[src/rtl/fifo_wr_ctrl_if.sv]
// Write-side bus of the async FIFO: producer request, synchronized read pointer,
// memory write port and status flags.
interface fifo_wr_ctrl_if #(
  parameter int ADDR_WIDTH = 3
) ();
  localparam int P = ADDR_WIDTH + 1;

  logic                  winc;
  logic [P-1:0]          rq_sync;
  logic                  ovf_clr;
  logic [ADDR_WIDTH-1:0] waddr;
  logic                  wclken;
  logic [P-1:0]          wptr_gray;
  logic                  wfull;
  logic                  wafull;
  logic [P-1:0]          wlevel;
  logic                  wovf;

  // Producer / environment side.
  modport master (
    output winc, rq_sync, ovf_clr,
    input  waddr, wclken, wptr_gray, wfull, wafull, wlevel, wovf
  );

  // Write controller side.
  modport slave (
    input  winc, rq_sync, ovf_clr,
    output waddr, wclken, wptr_gray, wfull, wafull, wlevel, wovf
  );
endinterface

[src/rtl/fifo_wr_ctrl.sv]
// Write-domain controller of an async FIFO: binary/Gray write pointers, full,
// almost-full, occupancy estimate and sticky overflow.
module fifo_wr_ctrl #(
  parameter int ADDR_WIDTH  = 3,
  parameter int AFULL_LEVEL = 6
) (
  input logic           clk,
  input logic           rst,
  fifo_wr_ctrl_if.slave bus
);
  localparam int P = ADDR_WIDTH + 1;
  localparam logic [P-1:0] ONE_P   = {{(P-1){1'b0}}, 1'b1};
  localparam logic [P-1:0] AFULL_P = P'(AFULL_LEVEL);

  logic [P-1:0] wbin_r;
  logic [P-1:0] wgray_r;
  logic         wfull_r;
  logic         wafull_r;
  logic [P-1:0] wlevel_r;
  logic         wovf_r;

  logic         accept_s;
  logic         blocked_s;
  logic [P-1:0] wbin_next_s;
  logic [P-1:0] wgray_next_s;
  logic [P-1:0] rq_full_s;
  logic         full_next_s;
  logic [P-1:0] level_next_s;
  logic         afull_next_s;
  logic         ovf_next_s;

  function automatic logic [P-1:0] gray2bin(input logic [P-1:0] g);
    logic [P-1:0] b;
    b[P-1] = g[P-1];
    for (int i = P - 2; i >= 0; i--) begin
      b[i] = b[i+1] ^ g[i];
    end
    return b;
  endfunction

  // Next-state pointer, flag and occupancy computation.
  always_comb begin
    accept_s  = bus.winc & ~wfull_r;
    blocked_s = bus.winc & wfull_r;
    if (accept_s) begin
      wbin_next_s = wbin_r + ONE_P;
    end else begin
      wbin_next_s = wbin_r;
    end
    wgray_next_s = (wbin_next_s >> 1) ^ wbin_next_s;
    // Full when the write pointer is one lap ahead: top two Gray bits inverted.
    rq_full_s    = {~bus.rq_sync[P-1:P-2], bus.rq_sync[P-3:0]};
    full_next_s  = (wgray_next_s == rq_full_s);
    level_next_s = wbin_next_s - gray2bin(bus.rq_sync);
    afull_next_s = (level_next_s >= AFULL_P);
    if (blocked_s) begin
      ovf_next_s = 1'b1;
    end else if (bus.ovf_clr) begin
      ovf_next_s = 1'b0;
    end else begin
      ovf_next_s = wovf_r;
    end
  end

  // Pointer and status registers.
  always_ff @(posedge clk or negedge rst) begin
    if (!rst) begin
      wbin_r   <= {P{1'b0}};
      wgray_r  <= {P{1'b0}};
      wfull_r  <= 1'b0;
      wafull_r <= 1'b0;
      wlevel_r <= {P{1'b0}};
      wovf_r   <= 1'b0;
    end else begin
      wbin_r   <= wbin_next_s;
      wgray_r  <= wgray_next_s;
      wfull_r  <= full_next_s;
      wafull_r <= afull_next_s;
      wlevel_r <= level_next_s;
      wovf_r   <= ovf_next_s;
    end
  end

  // The write strobe is gated by reset so nothing reaches memory while rst is low.
  assign bus.wclken    = accept_s & rst;
  assign bus.waddr     = wbin_r[ADDR_WIDTH-1:0];
  assign bus.wptr_gray = wgray_r;
  assign bus.wfull     = wfull_r;
  assign bus.wafull    = wafull_r;
  assign bus.wlevel    = wlevel_r;
  assign bus.wovf      = wovf_r;
endmodule

[src/flat_wrapper.sv]
// flat-port wrapper written by rule: the top's interface ports become plain ports
module fifo_wr_ctrl_flat 
#(
  parameter int ADDR_WIDTH  = 3,
  parameter int AFULL_LEVEL = 6
)
  (clk, rst, bus_winc, bus_rq_sync, bus_ovf_clr, bus_waddr, bus_wclken, bus_wptr_gray, bus_wfull, bus_wafull, bus_wlevel, bus_wovf);
  fifo_wr_ctrl_if #(.ADDR_WIDTH(ADDR_WIDTH)) bus_i ();
  input logic clk;
  input logic rst;
  input wire logic [$bits(bus_i.winc)-1:0] bus_winc;
  input wire logic [$bits(bus_i.rq_sync)-1:0] bus_rq_sync;
  input wire logic [$bits(bus_i.ovf_clr)-1:0] bus_ovf_clr;
  output wire logic [$bits(bus_i.waddr)-1:0] bus_waddr;
  output wire logic [$bits(bus_i.wclken)-1:0] bus_wclken;
  output wire logic [$bits(bus_i.wptr_gray)-1:0] bus_wptr_gray;
  output wire logic [$bits(bus_i.wfull)-1:0] bus_wfull;
  output wire logic [$bits(bus_i.wafull)-1:0] bus_wafull;
  output wire logic [$bits(bus_i.wlevel)-1:0] bus_wlevel;
  output wire logic [$bits(bus_i.wovf)-1:0] bus_wovf;
  assign bus_i.winc = bus_winc;
  assign bus_i.rq_sync = bus_rq_sync;
  assign bus_i.ovf_clr = bus_ovf_clr;
  assign bus_waddr = bus_i.waddr;
  assign bus_wclken = bus_i.wclken;
  assign bus_wptr_gray = bus_i.wptr_gray;
  assign bus_wfull = bus_i.wfull;
  assign bus_wafull = bus_i.wafull;
  assign bus_wlevel = bus_i.wlevel;
  assign bus_wovf = bus_i.wovf;
  fifo_wr_ctrl #(.ADDR_WIDTH(ADDR_WIDTH), .AFULL_LEVEL(AFULL_LEVEL)) u_core (.clk(clk), .rst(rst), .bus(bus_i));
endmodule
[config.mk]
export PLATFORM = sky130hd
export DESIGN_NAME = fifo_wr_ctrl_flat
export DESIGN_NICKNAME = d
export VERILOG_FILES = /design/src/rtl/fifo_wr_ctrl_if.sv /design/src/rtl/fifo_wr_ctrl.sv /design/src/flat_wrapper.sv
export SDC_FILE = /design/constraint.sdc
export NUM_CORES = 1
export LEC_CHECK = 0
export CORE_ASPECT_RATIO = 1.1
export CORE_MARGIN = 10
export CORE_UTILIZATION = 25
export CTS_CLUSTER_SIZE = 8
export DETAILED_ROUTE_END_ITERATION = 8
export HOLD_SLACK_MARGIN = 0.02
export MAX_ROUTING_LAYER = met4
export PLACE_DENSITY = 0.6
export SYNTH_ARGS = -nofsm -noshare
export SYNTH_HDL_FRONTEND = slang
export SYNTH_SLANG_ARGS = --single-unit
[constraint.sdc]
create_clock -name clk -period 2.35 [get_ports clk]
set_input_delay 0.705 -clock clk [delete_from_list [all_inputs] [get_ports clk]]
set_output_delay 0.705 -clock clk [all_outputs]
set_load 0.005 [all_outputs]
==> flow_summary.toml <==
[outcome]
status = "complete, no violations"

[synthesis]
ys_top_cells_by_area = "dfrtp_1, xor2_1, ha_1, xnor3_1, xnor2_1"
synth-edff-count = 0
synth_async_sr_flop_share_pct = 100
synth_flop_cell = "dfrtp_1"
synth-seq-cells = 14
yosysSeqAreaShare_pct = 49.4
synth_top_cell_by_area = "dfrtp_1"
synth_top_area_share_pct = 49.4
synthCells = 55
synth_area_um2 = 709
post_synth.cell_area_avg_um2 = 12.9
syn-num-nets = 67
synth_cell_type_count = 23
synth_warnings = 0

[floorplanning]
die_h_um = 75.9
core_area_um2 = 2750
start_util_pct = 25.8
rows = 20
io-pin-count = 23
die_w_um = 70.8
dieArea_um2 = 5370

[place]
dp_cells = 126
numPortBuffers = 22
dp_hpwl_um = 1470
place_ws_ps = -523
place_area_um2 = 1090
place_congestion = 0.831

[sta]
worst_pin_slew_ps = 293
hold_slack_ps = 536
max_freq_mhz = 442
period_share_pct = 96.2
slew_viol_final = 0
finalSetupViolCount = 0
hold_viol_final = 0
fin_ws_ps = 89.9
slew_headroom_pct = 80.4
fin_setup_tns_ps = 0
rsz0062_at_grt = "false"
final.setup_skew_ps = 1.43
min_period_ps = 2260

[power_and_ir_drop]
leakagePower_nw = 0.541
power_mw = 1.81
max-vdd-ir-drop_v = 0.000660
power_density_nw_per_um2 = 1580

[cts]
cts.sinks = 14
root_buffer = "clkbuf_4"
clk_latency_ps = 280
path_clk_slew_ps = 90
clockBufferDepth = 2
cts_hold_buf = 0
cts_max_level = 1
cts_tree = "built"
cts_buffers = 3

[layout]
layout.cells.most_common_list = "clkdlybuf4s50_1, buf_4, dfrtp_1"
final_cells = 131
drive_gt1_share_pct = 31.6
ff_latch_area_um2 = 350
fin_area_um2 = 1140
fin_nets = 111
final_core_util_pct = 41.5
final.fill_count = 289
multi_input_area_um2 = 358
syn2layout_area_growth_pct = 61.0
diodes = 0

[setup_path]
critPathCaptureType = "output port"
cp_num_buf_inv = 3
slowest_stage = "clkdlybuf4s50_1"
required_ps = 1640
cp_top_family = "buffers and inverters"
critPathMaxFanout = 2
max_stage_delay_ps = 470
path_cells = "clkdlybuf4s50_1, inv_1, nor2_1, dlygate4sd2_1"
start_kind = "input port"
crit_arrival_ps = 1560
path_class = "input port to output port"

[global_routing]
track_usage_pct = 7.04
antenna_found_initial = 0
grt_start_max_net_pins = 15
grt_pass1_vias = 624
grt_pass1_wl_um = 3010
grt-ovfl-total = 0

[hold_path]
hold_class = "register to register"

[drt]
drt-total-wl_um = 1800
vias = 562
wire_per_inst_um = 13.7
routed_via_density = 4.29
first_iter_violations = 16
ant_nets = 0
detail_route.first_pass.iterations = 4
drc = 0

[run]
cap_violations = 0
-- cell type report --
type,count,share of cell area [%]
multi-input combinational,35,31.3
sequential,14,30.7
timing repair buffer,39,29.2
tap,33,3.61
clock buffer,4,3.18
inverter,6,1.97
-- synthesized netlist by cell type, types with 2 or more instances --
cell type,count
dfrtp_1,14
nor2_1,2
xnor2_1,5
ha_1,4
inv_1,6
xnor3_1,2
xor2_1,6
-- sequential cells by signal, summed over array words and instances, names as in the netlist --
register              count
u_core.bus.wlevel         4
u_core.bus.wovf           1
u_core.bus.wafull         1
u_core.bus.wptr_gray      3
u_core.bus.wfull          1
u_core.wbin_r             4
-- metal layers --
layer	GRT usage, %	up-vias	routed length, µm
met5	-	-	0
met4	3.23	0	7
met3	1.04	2	77
met2	12.8	16	949
met1	7.50	274	765
li1	-	270	-
-- final timing paths --
check / startpoint / endpoint / slack [ps] / depth (start not counted)
worst min register to register: u_core.wbin_r[3]$_DFF_PN0_ / u_core.wbin_r[3]$_DFF_PN0_ / 540 / 1
max in group asynchronous: rst / u_core.bus.wptr_gray[0]$_DFF_PN0_ / 1420 / 2
worst max register to register: u_core.wbin_r[0]$_DFF_PN0_ / u_core.bus.wlevel[3]$_DFF_PN0_ / 270 / 8
worst min-delay path: u_core.wbin_r[3]$_DFF_PN0_ / u_core.wbin_r[3]$_DFF_PN0_ / 540 / 1
worst max-delay path: rst / bus_wclken / 90 / 4
min in group asynchronous: rst / u_core.bus.wovf$_DFFE_PN0P_ / 760 / 2
-- power breakdown --
group | total (mW) | switching [mW] | internal (mW)
combinational | 1.20 | 0.467 | 0.737
clock | 0.175 | 0.0807 | 0.0942
sequential | 0.430 | 0.0623 | 0.368
-- what timing repair did --
action	in CTS	in global routing
hold endpoints to repair	0	0
gates resized for setup	11	3
setup buffers	1	0
cloned	0	0
pin swaps	4	3
setup endpoints to repair	4	2
-- cell families after synthesis --
logic type                 count (synthesis)  synth area share (%)
AOI/OAI and AO/OA                          6                  5.82
xor gates and xnor gates                  15                  24.5
adders and majority gates                  4                  7.05
buffers and inverters                      6                  3.17
DFF                                       14                  49.4
muxes                                      1                  2.12
and+or+nand+nor                            9                  7.94
Note: power is estimated with default switching activity, not from simulation.
